===== config.mk =====
export PLATFORM = sky130hd
export DESIGN_NAME = mips_mmio_timer
export DESIGN_NICKNAME = d
export VERILOG_FILES = /design/src/rtl/mips_mmio_timer.sv
export SDC_FILE = /design/constraint.sdc
export NUM_CORES = 1
export LEC_CHECK = 0
export CAP_MARGIN = 25
export CORE_ASPECT_RATIO = 0.75
export CORE_MARGIN = 2
export CORE_UTILIZATION = 54
export DETAILED_ROUTE_END_ITERATION = 7
export PLACE_DENSITY_LB_ADDON = 0.25
export SYNTH_ARGS = -nofsm -noshare
export SYNTH_HDL_FRONTEND = slang
export SYNTH_SLANG_ARGS = --single-unit

===== constraint.sdc =====
create_clock -name clk -period 3.3 [get_ports clk]
set_clock_uncertainty 0.2 [all_clocks]
set_input_delay 0.495 -clock clk [delete_from_list [all_inputs] [get_ports clk]]
set_output_delay 0.495 -clock clk [all_outputs]
set_load 0.03 [all_outputs]

===== src/rtl/mips_mmio_timer.sv =====
// mips_mmio_timer: memory-mapped prescaled 32-bit timer with compare/match/irq; TIMER_CAPTURE_EN adds input capture.
module mips_mmio_timer #(
    parameter logic [31:0] BASE_ADDR  = 32'h0000_7F00,
    parameter int          PRESCALE_W = 16
) (
    input  logic        clk,
    input  logic        reset,
    input  logic        memwrite,
    input  logic [31:0] memaddr,
    input  logic [31:0] memwritedata,
    output logic [31:0] memreaddata,
    output logic        hit,
    output logic        irq
`ifdef TIMER_CAPTURE_EN
    ,
    input  logic        capture_in
`endif
);
    logic [2:0]            ctrl;
    logic [31:0]           count, compare, capture;
    logic                  match, cap;
    logic [PRESCALE_W-1:0] prescale, pcnt;
    logic [2:0]            sel;
    logic                  we, wr_ctrl, wr_count, wr_cmp, wr_stat, wr_pre;
    logic                  tick, set_match, cap_evt;
    logic                  unused_bits;

    assign hit         = memaddr[31:5] == BASE_ADDR[31:5];
    assign sel         = memaddr[4:2];
    assign we          = memwrite & hit;
    assign wr_ctrl     = we && sel == 3'd0;
    assign wr_count    = we && sel == 3'd1;
    assign wr_cmp      = we && sel == 3'd2;
    assign wr_stat     = we && sel == 3'd3;
    assign wr_pre      = we && sel == 3'd4;
    assign tick        = ctrl[0] && pcnt == prescale;
    // a CPU write to COUNT suppresses both the increment and the match check
    assign set_match   = tick && !wr_count && count == compare;
    assign unused_bits = &{1'b0, memaddr[1:0]};

`ifdef TIMER_CAPTURE_EN
    logic [2:0] sync;
    always_ff @(posedge clk)
        sync <= reset ? 3'b0 : {sync[1:0], capture_in};
    assign cap_evt = sync[1] & ~sync[2];
`else
    assign cap_evt = 1'b0;
`endif

    always_ff @(posedge clk) begin
        if (reset) begin
            ctrl     <= '0;
            count    <= '0;
            compare  <= 32'hFFFF_FFFF;
            match    <= 1'b0;
            cap      <= 1'b0;
            prescale <= '0;
            pcnt     <= '0;
            capture  <= '0;
            irq      <= 1'b0;
        end else begin
            if (wr_ctrl) ctrl <= memwritedata[2:0];
            if (wr_count) count <= memwritedata;
            else if (tick) count <= (set_match && ctrl[1]) ? 32'h0 : count + 32'h1;
            if (wr_cmp) compare <= memwritedata;
            if (wr_pre) prescale <= memwritedata[PRESCALE_W-1:0];
            pcnt    <= (wr_pre || tick) ? '0 : ctrl[0] ? pcnt + 1'b1 : pcnt;
            match   <= set_match | (match & ~(wr_stat & memwritedata[0]));
            cap     <= cap_evt | (cap & ~(wr_stat & memwritedata[1]));
            if (cap_evt) capture <= count;
            irq     <= (match | cap) & ctrl[2];
        end
    end

    always_comb begin
        memreaddata = 32'h0;
        if (hit)
            case (sel)
                3'd0:    memreaddata = {29'h0, ctrl};
                3'd1:    memreaddata = count;
                3'd2:    memreaddata = compare;
                3'd3:    memreaddata = {30'h0, cap, match};
                3'd4:    memreaddata = 32'(prescale);
                3'd5:    memreaddata = capture;
                default: memreaddata = 32'h0;
            endcase
    end
endmodule

# Word level (Yosys, flattened, before mapping)
# Cells that the tools add are included.
[word_totals] output_inout_bits=34 n_memories=0 ff_bits=102 ramBits=0 latch_bits=0 romBits=0 elab_cells=46 inputBits=67
[classes] n_mul=0 mux=5 add_sub_neg=2 shift=0 div_mod_pow=0 bitwise_logic=10 n_eq_ne=7 n_reduce_logical=14 magnitude_cmp=0
[ops] cell="32-bit one-hot mux with 5 select lines" count=1
[ops] cell="32-bit two-way mux" count=4
[ops] cell="32-bit by 1-bit adder with 32-bit output, second input constant" count=1
[ops] cell="32-bit equality test" count=1
[ops] cell="27-bit by 10-bit equality test with 1-bit output, second input constant" count=1
[ops] cell="16-bit by 1-bit adder with 16-bit output, second input constant" count=1
[ops] cell="16-bit equality test" count=1
[ops] cell="1-bit logical AND" count=9
[ops] cell="1-bit bitwise AND" count=6
[ops] cell="3-bit by 2-bit equality test with 1-bit output, second input constant" count=2
[ops] cell="3-bit by 1-bit equality test with 1-bit output, second input constant" count=1
[ops] cell="3-bit equality test, second input constant" count=1
[ops] cell="3-bit logical NOT" count=1
[ops] cell="1-bit NOT" count=2
[ops] cell="1-bit OR" count=2
[ops] cell="2-bit nonzero test" count=1
[ops] cell="2-bit OR reduction" count=1
[ops] cell="1-bit logical NOT" count=1
[ops] cell="1-bit logical OR" count=1

# Logic depth before layout (Yosys ltp)
[logic_depth] depth_word=10 depth_mapped=10 mapped_depth_nobuf=8

# Worst setup path before layout
# OpenSTA, ideal clock, no wires.
[synth_timing] kind="input-to-output" from="in memaddr[6]" to="out memreaddata[0]" arrival_time_ps=2588 n_path_buf=1 path_stages=6 setup_slack_ps=17 t_required_ps=2605 cell_sequence="nor4_1 -> nand4_1 -> nor4_2 -> nand2_1 -> clkbuf_1 -> nor2_1"
[synth_between] elab_chain_len=2
[synth_rtl] element="start: declaration" line_no="9" source="input logic [31:0] memaddr,"
[synth_rtl] element="27-bit by 10-bit equality test with 1-bit output" line_no="28" source="assign hit = memaddr[31:5] == BASE_ADDR[31:5];"
[synth_rtl] element="named net hit" line_no="12" source="output logic hit,"
[synth_rtl] element="32-bit two-way mux" line_no="77" source="if (hit)"
[synth_rtl] element="end: declaration" line_no="11" source="output logic [31:0] memreaddata,"
# The timed path passes the listed nets, and every way through them passes these cells.

# Worst setup path in the final report
[layout_timing] from="in memaddr[25]" to="out memreaddata[16]"
[layout_between] elab_chain_len=2
[layout_rtl] element="27-bit by 10-bit equality test with 1-bit output" line_no="28"
[layout_rtl] element="32-bit two-way mux" line_no="77"
# No other way between the ends.

==> results by group <==
Min path
  – Hold WC Path Type: register to register
  – Source of the worst hold timing path: match

Die
  – Horiz. Die Dim: 125.5 um
  – Die area: 11,940 sq um
  – Starting Density: 55.09%
  – Vertical die dimension: 95.15 um
  – Core Footprint: 10,860 sq um
  – Number of placement rows: 33
  – Count of boundary I/O pins: 101

Detailed routing
  – Final ANT Viol Nets: 0
  – Number of remaining DRC errors: 0
  – Max layer used: met4
  – Met2 wire length: 7908 um
  – DR vias: 6,224
  – Met3 wire length: 1902 um
  – Detailed Routing Iterations Pass 1: 5
  – DRT met1 WL: 7973 um
  – Vias/cell: 6.150
  – Initial DRC Count: 756
  – Total wire length after detailed routing: 18,090 um
  – Wire per inst: 17.87 um

Cells and area
  – Finished Cell Area: 7371 sq um
  – Area overhead of the layout relative to synthesis: 23.22%
  – Commonest cells after routing, fill and taps aside: sky130_fd_sc_hd__nor2_1 (145), sky130_fd_sc_hd__dfxtp_1 (102), sky130_fd_sc_hd__nand2_1 (85)
  – Most common library cell in the layout ignoring fill and taps: sky130_fd_sc_hd__nor2_1
  – Net total in the final layout: 936
  – Fraction of layout cells with a size suffix above 1: 10.21%
  – Antenna diode instance count: 0
  – Final cell count without fillers: 1,012

STA
  – Rel. slew slack: 59.45%
  – Setup TNS after final layout: 0 ns
  – Final setup viols: 0
  – Unrepaired setup endpoints after global routing: false
  – Pins over their slew limit: 0
  – Minimum period implied by the final worst setup slack: 3.077 ns
  – Actual slew at the worst max-slew pin: 0.6082 ns
  – Period utilisation layout: 93.24%
  – Peak clock frequency supported by timing: 325.0 MHz
  – Hold violation count in the final report: 0

Critical path
  – Type of the worst setup path: primary input to output port
  – Largest stage delay on the critical path: 0.40 ns
  – Worst EP required: 2.60 ns
  – Launching point of the worst reg2reg path: pcnt[0]
  – Dominant delay contributor by cell family on the critical path: simple AND/OR/NAND/NOR gates
  – Crit path launch: memaddr[25]
  – Peak fanout along the critical path: 28
  – Type of element capturing the critical path: output port
  – Buffers plus inverters on the worst setup path: 3
  – CP Cell Sequence: clkdlybuf4s50_1, nor4_1, nand3_1, nor4_4, nand2_2, buf_12, nor2_1, buf_4
  – Kind of start point of the critical path: primary input
  – Arrival @ worst endpoint: 2.38 ns
  – Cell type of the slowest stage on the worst timing path: sky130_fd_sc_hd__clkdlybuf4s50_1

Global route
  – Pin count of the biggest net entering global routing: 34
  – Global-route wire length before repair: 28,840 um
  – GRT Residual Overflow: 0
  – Tot GR Track Use: 29.98%
  – Number of antenna violations at the first check in global routing: 0
  – Number of global-route vias before repair: 5,858

Place
  – Last weighted congestion value of the routability-driven placer: 0.9118
  – PortBufs: 98
  – Area of placed instances: 7034 sq um
  – Cell count after placement: 995
  – Hpwl dp: 12,980 um

Yosys
  – Synthesized area divided by synthesized cell count: 7.543 sq um
  – Summed instance area of the synthesized netlist: 5982 sq um
  – Most used flip-flop cell after synthesis: sky130_fd_sc_hd__dfxtp_1
  – EDFF count, synth: 0
  – Sequential element share of the synthesized area: 34.14%
  – Synthesized netlist net count: 862
  – Unique masters post-synth: 45
  – Async S/R FF share, synth: 0%
  – Number of register bits inferred by synthesis: 102
  – Gate Count Post-Synth: 793
  – Yosys Warn Count: 0

Power and ir drop
  – Leakage: 2.865 nW
  – Power Dens Cells: 347.7 nW/um^2
  – Max rail drop VDD: 0.2262 mV

Clock network
  – Clock transition at the registers of the reported paths: 0.07 ns
  – CTS tree: yes
  – CTS sink cnt: 102
  – Total clock buffers created by CTS: 9
  – Clock tree root driver cell: sky130_fd_sc_hd__clkbuf_16
  – Hold-fix buffers at CTS: 0
  – Depth of the CTS H-tree: 3
  – Clk_lat worst skew: 0.34 ns
  – Longest Clk Path Bufs: 2

Status
  – Run status: finished clean

Run
  – Max-cap viol count: 0
==> kinds of logic after synthesis <==
group	share of synthesized area, %
XOR/XNOR	9.370
buffers and inverters	5.354
AND/OR/NAND/NOR	30.56
AO/OA/AOI/OAI	16.27
multiplexers	3.890
flip-flops	34.14
adder cells (fa/ha/maj)	0.4183
==> routing by layer <==
layer / track usage [%] / vias up
met5: 0 / -
met4: 8.056 / 0
met3: 7.239 / 32
met2: 47.16 / 352
met1: 41.47 / 2915
li1: - / 2925
==> Yosys cell counts (2+ instances only) <==
master | number | share of area [%]
sky130_fd_sc_hd__nand3_1 | 17 | 1.4
sky130_fd_sc_hd__o22a_1 | 2 | 0.29
sky130_fd_sc_hd__and4_1 | 5 | 0.73
sky130_fd_sc_hd__inv_1 | 12 | 0.75
sky130_fd_sc_hd__a31oi_1 | 14 | 1.5
sky130_fd_sc_hd__a211oi_1 | 31 | 3.9
sky130_fd_sc_hd__nor4_2 | 2 | 0.42
sky130_fd_sc_hd__nor4_1 | 19 | 2.0
sky130_fd_sc_hd__dfxtp_1 | 102 | 34
sky130_fd_sc_hd__nand2_1 | 86 | 5.4
sky130_fd_sc_hd__a41oi_1 | 2 | 0.29
sky130_fd_sc_hd__buf_2 | 12 | 1.0
sky130_fd_sc_hd__and2_1 | 4 | 0.42
sky130_fd_sc_hd__mux2i_1 | 21 | 3.5
sky130_fd_sc_hd__ha_1 | 2 | 0.42
sky130_fd_sc_hd__a21oi_1 | 37 | 3.1
sky130_fd_sc_hd__o21ai_0 | 27 | 2.3
sky130_fd_sc_hd__nor2_1 | 145 | 9.1
sky130_fd_sc_hd__nor2b_1 | 10 | 1.0
sky130_fd_sc_hd__nor2_2 | 2 | 0.21
sky130_fd_sc_hd__and3_1 | 15 | 1.6
sky130_fd_sc_hd__a22oi_1 | 35 | 4.4
sky130_fd_sc_hd__mux2_2 | 2 | 0.38
sky130_fd_sc_hd__or4_4 | 2 | 0.38
sky130_fd_sc_hd__nand4_1 | 15 | 1.6
sky130_fd_sc_hd__nor3_1 | 8 | 0.67
sky130_fd_sc_hd__nand3b_1 | 33 | 4.1
sky130_fd_sc_hd__o21bai_1 | 2 | 0.25
sky130_fd_sc_hd__clkbuf_1 | 48 | 3.0
sky130_fd_sc_hd__nor3b_1 | 3 | 0.38
sky130_fd_sc_hd__buf_6 | 2 | 0.38
sky130_fd_sc_hd__xor2_1 | 52 | 7.6
sky130_fd_sc_hd__xnor2_1 | 12 | 1.8
==> area by class of cell <==
type / count / area [sq um]
repair buffers: 127 / 1149
flip-flops and latches: 102 / 2042
clock inverters: 3 / 67.56
well taps: 140 / 175.2
clock buffers: 13 / 250.2
fillers: 910 / 3488
inverters: 12 / 45.04
multi-input cells: 615 / 3642
==> power by group <==
| group | switching, mW | total [mW] | internal [mW] |
|---|---|---|---|
| clock | 0.459 | 1.15 | 0.687 |
| sequential | 0.00307 | 1.23 | 1.23 |
| combinational | 0.0842 | 0.182 | 0.0977 |
| total | 0.547 | 2.56 | 2.02 |
==> path summary, 6_finish.rpt <==
path	depth (start not counted)	end	slack, ns
worst max-delay path	8	memreaddata[16]	0.22
worst min-delay path	2	match	0.28
worst max register to register	7	count[23]	0.27
worst min register to register	2	match	0.28
==> registers in the layout (all words and copies together), names as in the netlist <==
name and flops:
ctrl 3, pcnt 16, prescale 16, compare 32, count 32, irq 1, cap 1, match 1
==> stage by stage <==
| stage | power, mW | setup WS (ns) | hold WS (ns) | utilization (%) |
|---|---|---|---|---|
| 6_report | 2.563 | 0.2230 | 0.2759 | 67.88 |
| 5_1_grt | 2.630 | 0.01813 | 0.3110 | 67.88 |
| 4_1_cts | 2.573 | 0.03530 | 0.2713 | 67.81 |
| 3_5_place_dp | 1.440 | -0.06537 | 0.2557 | 64.78 |
| 3_3_place_gp | 1.436 | 0.1228 | 0.2600 | 64.78 |
| 2_1_floorplan | 1.323 | 0.01722 | 0.2391 | - |
==> worst register-to-register path, cell delays in order (launching register included) <==
cell,delay (ns)
sky130_fd_sc_hd__dfxtp_1,0.36
sky130_fd_sc_hd__xor2_1,0.22
sky130_fd_sc_hd__nor4_1,0.38
sky130_fd_sc_hd__nand2_1,0.14
sky130_fd_sc_hd__or4_4,0.66
sky130_fd_sc_hd__nor2_2,0.50
sky130_fd_sc_hd__a41oi_1,0.20
sky130_fd_sc_hd__a211oi_1,0.30
==> timing repair <==
action	4_1_cts	5_1_grt
setup buffers	0	1
pin swaps	0	1
resized for setup	2	0
setup endpoints to repair	28	28
Note: power is estimated with default switching activity, not from simulation.
